## src/rtl/decoder_pipe.sv

```systemverilog
// Two-stage pipelined N-to-2^N decoder: stage 1 predecodes the high and low index
// groups, stage 2 combines them into a one-hot, thermometer or active-low word.
module decoder_pipe #(
  parameter int IN_W = 5,
  parameter int LO_W = IN_W / 2
) (
  input  logic                    clk,
  input  logic                    reset,
  input  logic                    in_valid,
  output logic                    in_ready,
  input  logic                    enable,
  input  logic [IN_W-1:0]         IN,
  input  logic [1:0]              mode,
  output logic                    out_valid,
  input  logic                    out_ready,
  output logic [(1<<IN_W)-1:0]    OUT,
  output logic [IN_W-1:0]         out_idx,
  output logic                    err_mode
);

  localparam int OUT_W = 1 << IN_W;
  localparam int HI_W  = IN_W - LO_W;
  localparam int HN    = 1 << HI_W;
  localparam int LN    = 1 << LO_W;

  localparam logic [1:0] MODE_OH   = 2'd0;
  localparam logic [1:0] MODE_TH   = 2'd1;
  localparam logic [1:0] MODE_OHN  = 2'd2;
  localparam logic [1:0] MODE_RSVD = 2'd3;

  // Handshake: a transfer happens on a rising edge where valid & ready are both
  // high; a producer holds valid and its data stable until that edge.

  logic           s1_valid_q;
  logic [HN-1:0]  hi_oh_q, hi_oh_d;
  logic [LN-1:0]  lo_oh_q, lo_oh_d;
  logic [HN-1:0]  hi_th_q, hi_th_d;
  logic [LN-1:0]  lo_th_q, lo_th_d;
  logic [1:0]     mode_q, mode_d;
  logic           en_q;
  logic [IN_W-1:0] idx_q;

  logic             out_valid_q;
  logic [OUT_W-1:0] out_q, out_d;
  logic [IN_W-1:0]  out_idx_q;
  logic             err_mode_q;

  logic [HI_W-1:0] hi_f;
  logic [LO_W-1:0] lo_f;
  logic            in_fire;
  logic            s2_load;
  logic            s2_free;

  assign hi_f    = IN[IN_W-1:LO_W];
  assign lo_f    = IN[LO_W-1:0];
  assign s2_free = !out_valid_q || out_ready;
  assign s2_load = s1_valid_q && s2_free;
  assign in_ready = !s1_valid_q || s2_free;
  assign in_fire  = in_valid && in_ready;

  // Stage 1 predecode
  assign hi_oh_d = enable ? (HN'(1) << hi_f) : '0;
  assign lo_oh_d = LN'(1) << lo_f;
  assign mode_d  = (mode == MODE_RSVD) ? MODE_OH : mode;

  for (genvar k = 0; k < HN; k++) begin : g_hi_th
    assign hi_th_d[k] = (HI_W'(k) <= hi_f);
  end

  for (genvar k = 0; k < LN; k++) begin : g_lo_th
    assign lo_th_d[k] = (LO_W'(k) <= lo_f);
  end

  always_ff @(posedge clk or posedge reset) begin
    if (reset) begin
      s1_valid_q <= 1'b0;
      hi_oh_q    <= '0;
      lo_oh_q    <= '0;
      hi_th_q    <= '0;
      lo_th_q    <= '0;
      mode_q     <= MODE_OH;
      en_q       <= 1'b0;
      idx_q      <= '0;
      err_mode_q <= 1'b0;
    end else begin
      if (in_fire) begin
        s1_valid_q <= 1'b1;
        hi_oh_q    <= hi_oh_d;
        lo_oh_q    <= lo_oh_d;
        hi_th_q    <= hi_th_d;
        lo_th_q    <= lo_th_d;
        mode_q     <= mode_d;
        en_q       <= enable;
        idx_q      <= IN;
        if (mode == MODE_RSVD) begin
          err_mode_q <= 1'b1;
        end
      end else if (s2_load) begin
        s1_valid_q <= 1'b0;
      end
    end
  end

  // Stage 2 combine: bit h*LN+l pairs high group h with low group l
  logic [OUT_W-1:0] comb_oh;
  logic [OUT_W-1:0] comb_th;

  for (genvar gh = 0; gh < HN; gh++) begin : g_hi
    for (genvar gl = 0; gl < LN; gl++) begin : g_lo
      localparam int B = gh * LN + gl;
      assign comb_oh[B] = hi_oh_q[gh] & lo_oh_q[gl];
      // below the selected high group, or inside it up to the low index
      assign comb_th[B] = en_q & ((hi_th_q[gh] & ~hi_oh_q[gh]) | (hi_oh_q[gh] & lo_th_q[gl]));
    end
  end

  always_comb begin
    out_d = comb_oh;
    unique case (mode_q)
      MODE_TH:  out_d = comb_th;
      MODE_OHN: out_d = ~comb_oh;
      default:  out_d = comb_oh;
    endcase
  end

  always_ff @(posedge clk or posedge reset) begin
    if (reset) begin
      out_valid_q <= 1'b0;
      out_q       <= '0;
      out_idx_q   <= '0;
    end else begin
      if (s2_load) begin
        out_valid_q <= 1'b1;
        out_q       <= out_d;
        out_idx_q   <= idx_q;
      end else if (out_ready) begin
        out_valid_q <= 1'b0;
      end
    end
  end

  assign out_valid = out_valid_q;
  assign OUT       = out_q;
  assign out_idx   = out_idx_q;
  assign err_mode  = err_mode_q;

endmodule

```

## config.mk

```make
export PLATFORM = sky130hd
export DESIGN_NAME = decoder_pipe
export DESIGN_NICKNAME = d
export VERILOG_FILES = /design/src/rtl/decoder_pipe.sv
export SDC_FILE = /design/constraint.sdc
export NUM_CORES = 1
export LEC_CHECK = 0
export ABC_AREA = 1
export BUFFER_PORTS_ARGS = -buffer_cell sky130_fd_sc_hd__buf_2
export CAP_MARGIN = 40
export CORE_AREA = 4 4 112 114
export DETAILED_ROUTE_END_ITERATION = 7
export DIE_AREA = 0 0 116 118
export HOLD_SLACK_MARGIN = 0.08
export PLACE_DENSITY_LB_ADDON = 0.2
export SLEW_MARGIN = 15
export SYNTH_ARGS = -nofsm -noshare
export SYNTH_HDL_FRONTEND = slang
export SYNTH_SLANG_ARGS = --single-unit
```

## constraint.sdc

```tcl
create_clock -name clk -period 2.9 [get_ports clk]
set_clock_uncertainty 0.15 [all_clocks]
set_input_delay 0.145 -clock clk [delete_from_list [all_inputs] [get_ports clk]]
set_output_delay 0.145 -clock clk [all_outputs]
set_load 0.01 [all_outputs]
```

==> results.txt <==
The number of antenna repair diodes came out at 0. The signal on the critical path passes through dlygate4sd3_1 > buf_2 > inv_2 > nand3_2 > nand2_2 > dlygate4sd3_1 > nand2_1 > dlygate4sd3_1. In this run the number of H-tree levels came out at 3. In this run the static leakage power is 2.37 nW. After the first detailed-routing iteration, the DRC count stood at 289. The maximum vdd drop was 0.445 mV; the post-layout minimum cycle time was 2.12 ns.

The number of iterations in the first detailed-routing pass was 5. In this run, synthesis produced a sequential element count of 71. Net count after synthesis: 616.

In the routed design, unresolved DRC markers number 0. During synthesis, Yosys emitted a total of 0 warnings. The via count of the first global-routing pass was 3517.

The slowest stage of the critical path belongs to the cell dlygate4sd3_1. For the max-capacitance violation count, the log shows 0. Dividing the detail-routed via count by the number of cells gives 4.72.

Summing the areas of all and, or, nand and nor instances in the mapped netlist gives 35.6% of the synthesized area. The core region is 11400 um2. For this run, the register share of the synthesized area comes to 44.5%. Buffers placed on the I/O ports in this run total 51.

Of the cells placed in the final design, the portion with a size suffix greater than 1 is 12.4%. Including well taps, the total number of placed cells is 758. The largest driver fanout on the critical path works out to 4. Detailed placement ended at an HPWL of 6310 um. Startpoint type of the worst setup path: an input port. Clock-pin slew was measured on the worst setup and hold paths at 0.06 ns.

The tools report the number of clock sinks as 71. In this design, the stage delay of the slowest critical-path cell is 0.58 ns. The share of total power in the clock network is 30.3%, and the number of antenna violations at the first check in global routing is 0.

The first global-routing pass estimated 17500 um of wire. The synthesized netlist devotes 0% of its cell area to XOR and XNOR gates. The highest layer touched by signal routing is met4.

The share of total power consumed by net switching works out to 35.8%. Post-CTS timing repair inserted 0 buffers for setup. The congestion estimate from routability-driven global placement came to 0.778.

STA puts the critical path data required time at 2.98 ns. A synthesized cell averages 6.64 um2. For the relative contribution of sequential cells to total power, the log shows 40.7%.

The compound-cell area share of the yosys netlist came out at 11.3%. The y dimension of the die is 118 um, and the filler-free cell count of the finished design is 788. The sort of element at the end of the critical path was a flop. The number of endpoints with negative hold slack in the final report is 0. For this design the top-level I/O count stands at 52.

Derived from the worst setup path, the maximum achievable clock frequency is 0.471 GHz. In the final design database the tool counted 655 nets. Global routing finished with a remaining overflow of 0. Final number of setup-violating endpoints: 0. The run finished with clean final reports.

The clock root buffer master is clkbuf_16. TritonCTS built the clock tree. The die covers 13700 um2. At the worst endpoint, the arrival time is 2.20 ns. The count of mapped cells out of synthesis was 602; the relative slew slack was 53.2%. For the pin with the worst max-slew slack, the measured transition is 0.702 ns. The tools report the number of slew-limit violations in the final report as 0. The number of different library cells used by synthesis comes to 20. In the final routing, the length of wire on met1 measures 4840 um. Entering global routing, the biggest net connects 72 pins. In this run the power density over the cells is 724 nW/um2.

For the internal cell power, the log shows 2.19 mW. The width of the chip was 116 um; the layout overhead on the synthesized area was 17.8%. The final total negative setup slack was 0 ns. At the later pin of the worst-skew pair, clock insertion delay measures 0.35 ns. Dividing the final minimum period by the clock period gives 73.2%. The vias after detailed routing is 3721, and the switching power is 1.22 mW. The post-synthesis adder-cell area fraction is 0.626%.

The total power after layout was 3.41 mW; the number of routed nets with antenna violations was 0. Global routing consumed, over all layers together, 15.9% of the routing resources. In the synthesized netlist, mux cells make up 0% of the area. The floorplan has 39 rows. Setup repair after global routing left no endpoint under its margin. Buffers inserted during clock tree synthesis total 9.

The dominant combinational cell family by area after synthesis was simple AND/OR/NAND/NOR gates. The tightest min-delay check is of the input port to asynchronous set/reset pin type. At the end of the flow the core is filled with cells to 41.2%.

The detailed-route wire length is 10000 um. In the final routed layout, each cell accounts on average for 12.7 um. In this run the deepest clock path goes through 2 buffers. By instance count, the cell type seen most on the critical path is dlygate4sd3_1.

After detailed routing, the met2 layer carries 4530 um of wire. Once the floorplan was initialized, standard cells occupied 35.0% of the core. The cell area after synthesis is 4000 um2.

The critical path class was input port to flop. Detailed-routed wire length on met3: 579 um. Combinational power share: 29.0%.
-- through the flow --
step / hold slack, ns / cell area (um2) / worst slack (ns)
CTS: 0.285 / 4710 / 0.802
floorplan: 0.121 / 4000 / 0.808
finish: 0.272 / 4710 / 0.778
global placement: 0.104 / 4260 / 0.915
detailed placement: 0.114 / 4280 / 0.935
global route: 0.338 / 4710 / 0.719
-- logic make-up (layout without fill, tap and decap cells) --
family,Yosys count,in the layout
AO/OA/AOI/OAI,90,90
adder cells (fa/ha/maj),2,2
buffers and inverters,69,112
AND/OR/NAND/NOR,370,370
flip-flops,71,71
-- final timing paths --
kind / start / to / slack, ns / cells past startpoint
max: out_ready / s1_valid_q$_DFFE_PP0P_ / 0.78 / 8
min: reset / err_mode$_DFFE_PP0P_ / 0.27 / 4
max reg2reg: s1_valid_q$_DFFE_PP0P_ / s1_valid_q$_DFFE_PP0P_ / 0.80 / 5
min reg2reg: out_idx[3]$_DFFE_PP0P_ / out_idx[3]$_DFFE_PP0P_ / 0.32 / 2
max in group asynchronous: reset / OUT[16]$_DFFE_PP0P_ / 2.01 / 4
min in group clk: out_idx[3]$_DFFE_PP0P_ / out_idx[3]$_DFFE_PP0P_ / 0.32 / 2
-- per-layer routing --
layer	vias to the layer above	global-route usage, %
li1	1942	-
met1	1669	21.9
met2	104	24.1
met3	6	4.83
met4	0	4.13
met5	-	0
-- synth_stat cells (all sizes together) --
master  instances  area [um2]
nand2         317        1190
inv            23        86.3
nor3            3        15.0
dfrtp          71        1780
nand4           3        18.8
a21oi          65         325
buf            37         199
nand3           5        30.0
or2             2        12.5
nor2           40         150
o21ai          24         120
ha              2        25.0
clkbuf          9        33.8
o21bai          1        7.51
-- area by class of cell --
| class | instances | area, um2 |
|---|---|---|
| Fill cell | 1240 | 6710 |
| Multi-Input combinational cell | 462 | 1900 |
| Inverter | 23 | 86.3 |
| Clock buffer | 10 | 239 |
| Tap cell | 143 | 179 |
| Sequential cell | 71 | 1780 |
| Clock inverter | 5 | 35.0 |
| Timing Repair Buffer | 74 | 490 |
-- critical path, delay by kind of cell --
kind	cells	cell delay, ns
buffers and inverters	5	1.81
AND/OR/NAND/NOR	3	0.24
-- registers in the layout, summed over array words and instances, names as in the netlist --
register	flops
hi_th_q	8
mode_q	2
hi_oh_q	8
en_q	1
s1_valid_q	1
OUT	32
lo_oh_q	4
lo_th_q	3
out_valid	1
err_mode	1
out_idx	5
idx_q	5
-- power groups by stage --
stage          Combinational (mW)  Clock (mW)  Sequential, mW
2_1_floorplan               0.625           0            1.42
3_3_place_gp                0.963           0            1.40
3_5_place_dp                0.983           0            1.41
4_1_cts                      1.01        1.07            1.39
5_1_grt                      1.15        1.10            1.42
6_report                    0.988        1.03            1.39
-- what timing repair did --
| item | CTS | global route |
|---|---|---|
| hold endpoints to repair | 103 | 0 |
| gates resized for setup | 0 | 0 |
| hold buffers | 15 | 0 |
-- cell usage in the layout, fill, tap and decap left out, drive strengths merged --
cell type,count
a21oi,65
buf,59
clkbuf,10
clkinv,1
clkinvlp,4
dfrtp,71
dlygate4sd3,15
ha,2
inv,23
nand2,317
nand3,5
nand4,3
nor2,40
nor3,3
o21ai,24
o21bai,1
or2,2
(Power assumes the default switching activity.)
